==> src/rtl/fulladder_serial_arb.sv <==
// fulladder_serial_arb
// Round-robin scheduler that time-shares one external combinational 1-bit
// full-adder slice between two requesters. Each accepted request is added
// bit-serially, LSB first, one bit per clock, and returned on a
// valid/ready response port.
//
// Ports
//   clk, rst_n                 clock, asynchronous active-low reset
//   req{0,1}_valid/_ready      request handshake (ready is combinational)
//   req{0,1}_a/_b/_cin         operands and carry-in
//   rsp_valid/rsp_ready        response handshake
//   rsp_sum/rsp_cout/rsp_id    result, carry-out, owning requester
//   fa_x/fa_y/fa_cin           drive the full-adder slice inputs
//   fa_sum/fa_cout             full-adder slice outputs (same cycle)
module fulladder_serial_arb #(
    parameter int unsigned WIDTH = 8
) (
    input  logic             clk,
    input  logic             rst_n,
    input  logic             req0_valid,
    output logic             req0_ready,
    input  logic [WIDTH-1:0] req0_a,
    input  logic [WIDTH-1:0] req0_b,
    input  logic             req0_cin,
    input  logic             req1_valid,
    output logic             req1_ready,
    input  logic [WIDTH-1:0] req1_a,
    input  logic [WIDTH-1:0] req1_b,
    input  logic             req1_cin,
    output logic             rsp_valid,
    input  logic             rsp_ready,
    output logic [WIDTH-1:0] rsp_sum,
    output logic             rsp_cout,
    output logic             rsp_id,
    output logic             fa_x,
    output logic             fa_y,
    output logic             fa_cin,
    input  logic             fa_sum,
    input  logic             fa_cout
);

    localparam int unsigned CNT_W = (WIDTH > 1) ? $clog2(WIDTH) : 1;

    typedef enum logic [1:0] {
        IDLE = 2'd0,
        RUN  = 2'd1,
        DONE = 2'd2
    } state_t;

    state_t             state;
    logic [WIDTH-1:0]   a_sh;
    logic [WIDTH-1:0]   b_sh;
    logic [WIDTH-1:0]   sum_sh;
    logic               carry;
    logic               id;
    logic               last_id;
    logic [CNT_W-1:0]   bit_cnt;

    logic               grant;
    logic               any_valid;
    logic               accept;

    // Round-robin grant: a tie goes to the requester not served last.
    always_comb begin
        grant     = 1'b0;
        any_valid = req0_valid | req1_valid;
        if (req0_valid && req1_valid) begin
            grant = ~last_id;
        end else if (req1_valid) begin
            grant = 1'b1;
        end
    end

    // Readys are held low during reset even though state already reads IDLE.
    assign accept     = rst_n && (state == IDLE) && any_valid;
    assign req0_ready = accept && !grant;
    assign req1_ready = accept && grant;

    // Slice inputs are only driven while a bit is being processed.
    assign fa_x   = (state == RUN) & a_sh[0];
    assign fa_y   = (state == RUN) & b_sh[0];
    assign fa_cin = (state == RUN) & carry;

    assign rsp_sum  = sum_sh;
    assign rsp_cout = carry;
    assign rsp_id   = id;

    // Control FSM and serial datapath.
    always_ff @(posedge clk or negedge rst_n) begin
        if (!rst_n) begin
            state     <= IDLE;
            a_sh      <= '0;
            b_sh      <= '0;
            sum_sh    <= '0;
            carry     <= 1'b0;
            id        <= 1'b0;
            last_id   <= 1'b1;
            bit_cnt   <= '0;
            rsp_valid <= 1'b0;
        end else begin
            case (state)
                IDLE: begin
                    if (accept) begin
                        a_sh    <= grant ? req1_a : req0_a;
                        b_sh    <= grant ? req1_b : req0_b;
                        carry   <= grant ? req1_cin : req0_cin;
                        id      <= grant;
                        bit_cnt <= '0;
                        state   <= RUN;
                    end
                end
                RUN: begin
                    sum_sh  <= {fa_sum, sum_sh[WIDTH-1:1]};
                    carry   <= fa_cout;
                    a_sh    <= {1'b0, a_sh[WIDTH-1:1]};
                    b_sh    <= {1'b0, b_sh[WIDTH-1:1]};
                    bit_cnt <= bit_cnt + CNT_W'(1);
                    if (bit_cnt == CNT_W'(WIDTH - 1)) begin
                        state     <= DONE;
                        rsp_valid <= 1'b1;
                    end
                end
                DONE: begin
                    if (rsp_ready) begin
                        last_id   <= id;
                        rsp_valid <= 1'b0;
                        state     <= IDLE;
                    end
                end
                default: begin
                    state     <= IDLE;
                    rsp_valid <= 1'b0;
                end
            endcase
        end
    end

endmodule

==> config.mk <==
export PLATFORM = sky130hd
export DESIGN_NAME = fulladder_serial_arb
export DESIGN_NICKNAME = d
export VERILOG_FILES = /design/src/rtl/fulladder_serial_arb.sv
export SDC_FILE = /design/constraint.sdc
export NUM_CORES = 1
export LEC_CHECK = 0
export ABC_CLOCK_PERIOD_IN_PS = 2000
export BUFFER_PORTS_ARGS = -buffer_cell sky130_fd_sc_hd__clkbuf_2
export CORE_ASPECT_RATIO = 1.25
export CORE_MARGIN = 4
export CORE_UTILIZATION = 45
export DETAILED_ROUTE_END_ITERATION = 8
export PLACE_DENSITY = 0.73
export SYNTH_ARGS = -nofsm -noshare
export SYNTH_HDL_FRONTEND = slang
export SYNTH_SLANG_ARGS = --single-unit
==> constraint.sdc <==
create_clock -name clk -period 2 [get_ports clk]
set_input_delay 0 -clock clk [delete_from_list [all_inputs] [get_ports clk]]
set_output_delay 0 -clock clk [all_outputs]
set_load 0.01 [all_outputs]
==> impl_metrics.json <==
{
  "multi_input_area_sq_um": 688,
  "grt_max_degree": 32,
  "skew_ns": 0.00542,
  "fin_nets": 296,
  "synth_xor_area_frac": 0,
  "ys_types": 29,
  "drc": 0,
  "drt-total-wl_um": 4640,
  "crit_path_start": "state[0]",
  "min_period_ns": 1.71,
  "synth_mux_area_frac": 0,
  "num_io_pins": 57,
  "arrival_ns": 1.71,
  "r2r_cells": 5,
  "die_area_sq_um": 4590,
  "cts_tree": "built",
  "dpl.hpwl_um": 2800,
  "cts_max_path_buffers": 2,
  "route.vias.total": 1575,
  "slew-limit-headroom": 0.732,
  "viasPerCell": 5.38,
  "ant_nets": 0,
  "synthTopCellsByCount": "nand2_1 (45), dfrtp_1 (32), a22oi_1 (16), a222oi_1 (10), o21ai_0 (6)",
  "rrSetupSlack_ns": 0.43,
  "dieHeight_um": 74.8,
  "clkLatencyLatePin_ns": 0.28,
  "cts_root_buf": "clkbuf_8",
  "netlist_instances": 160,
  "firstDrtPassIters": 7,
  "vdd_drop_max_mv": 0.861,
  "yosys_register_bits": 33,
  "rows": 24,
  "required_ns": 2.00,
  "die_x_um": 61.4,
  "rsz0062_at_grt": "no",
  "yosysMostFrequentCell": "nand2_1",
  "cts_max_level": 2,
  "syn_to_final_growth_pct": 48.1,
  "synth_flop_cell": "dfrtp_1",
  "status": "completed",
  "synth_area_sq_um": 1600,
  "worst_pin_slew_ns": 0.397,
  "grt_pass1_vias": 1531,
  "fin_ws_ns": 0.290,
  "seqCellArea_sq_um": 827,
  "synth_compound_area_frac": 0.242,
  "synthArstFlopShare": 1.00,
  "tns_ns": 0,
  "max_cap_viol_count": 0,
  "path_class": "register to primary output",
  "cts_setup_buffers": 0,
  "synth_area_leader_cell": "dfrtp_1",
  "synth-adder-area-share": 0.0156,
  "drt_iter0_markers": 157,
  "synth_edf_count": 0,
  "synth_top_cell_area_share": 0.499,
  "nFillCells": 265,
  "yosysWarnings": 0,
  "core_area_sq_um": 3450,
  "synth-simple-area-share": 0.172,
  "drv_slew": 0,
  "grt_usage": 0.216,
  "setup_violations": 0,
  "r2r-end": "a_sh[3]",
  "ys_top_cells_by_area": "dfrtp_1 (50%), nand2_1 (11%), a22oi_1 (7.5%)",
  "instances_no_fill": 293,
  "antenna_found_initial": 0,
  "p_leak_nw": 1.24,
  "power_density_nw_per_um2": 1230,
  "port_buffers": 56,
  "overflow": 0,
  "finalHoldViolations": 0,
  "synth_top_family_by_area": "compound AO/OA/AOI/OAI gates",
  "timing.final.crit_share": 0.855,
  "r2r-start": "state[0]",
  "cts_buffers": 5,
  "synth.avg_cell_area_sq_um": 10.0,
  "path_clk_slew_ns": 0.07,
  "start_kind": "register",
  "fmax_mhz": 585,
  "seq_area_frac_synth": 0.516,
  "cts_sinks": 33,
  "drive_gt1_frac": 0.295,
  "gp_congestion": 0.743,
  "placed_cells": 250,
  "place_ws_ns": 0.443,
  "hold_class": "primary input to asynchronous set/reset pin",
  "cp-end-kind": "primary output",
  "avgRoutedWirePerCell_um": 15.8,
  "crit_fanout": 18,
  "grt_pass1_wl_um": 7290,
  "synthesis.nets": 203,
  "n_antenna_cell": 0,
  "start_util": 0.464
}
## state kept, by name, summed over array words and instances (netlist names)
register	cells
rsp_valid	1
a_sh	8
rsp_cout	1
rsp_id	1
last_id	1
state	2
b_sh	8
bit_cnt	3
rsp_sum	8
## metal layers
metal	global-route usage	share of wire	up-vias
li1	-	-	771
met1	0.277	0.43	729
met2	0.361	0.50	66
met3	0.0617	0.064	9
met4	0.0495	0.014	0
met5	0	0	-
## how the worst max path moves through the flow
stage | cells past startpoint | slack [ns] | endpoint
floorplan | 6 | 0.63 | a_sh[2]
global placement | 5 | 0.50 | b_sh[6]
detailed placement | 5 | 0.44 | b_sh[6]
CTS | 4 | 0.30 | req0_ready
global route | 4 | 0.11 | req0_ready
finish | 4 | 0.29 | req0_ready
## kinds of logic after synthesis
group / count (synthesis)
DFF: 33
buffers and inverters: 15
adders and majority gates: 2
and+or+nand+nor: 62
AOI/OAI and AO/OA: 48
## power by group
group	switching, mW	internal (mW)
logic	0.592	0.509
clock network	0.242	0.406
registers	0.224	0.953
## stage by stage
stage | instance area [sq um] | power (mW) | hold slack [ns] | utilization
2_1_floorplan | 1600 | 1.86 | -0.296 | -
3_3_place_gp | 1910 | 2.22 | -0.180 | 0.553
3_5_place_dp | 1910 | 2.24 | -0.181 | 0.553
4_1_cts | 2370 | 2.95 | 0.0482 | 0.688
5_1_grt | 2370 | 3.15 | 0.0589 | 0.688
6_report | 2370 | 2.93 | 0.0611 | 0.688
## critical path, cell delays in order, from the launching register on
cell and delay [ns]:
dfrtp_1 0.50, nor3b_1 0.31, and3_1 0.20, buf_4 0.24
clkbuf_2 0.17
## timing repair
item | 4_1_cts | 5_1_grt
hold buffers | 35 | 0
endpoints found under the setup margin | 0 | 0
gates resized for setup | 0 | 0
hold endpoints to repair | 51 | 0
## cell type report
type	count	area share
inverters	3	0.00474
clock inverters	1	0.0126
multi-input cells	112	0.290
repair buffers	98	0.288
well taps	39	0.0205
flip-flops and latches	33	0.348
clock buffers	7	0.0364
## cells in the final DEF (no fill, tap or decap), types with 2 or more instances in the layout
master         count
a21oi_1            4
a221oi_2           4
a222oi_1          10
a22o_1             2
a22oi_1           16
and2_1             4
and3_1             5
buf_4              7
clkbuf_2          56
clkbuf_8           6
dfrtp_1           32
dlygate4sd3_1     35
ha_1               2
inv_1              3
nand2_1           45
o21ai_0            6
o21ai_1            3
(Power assumes the default switching activity.)
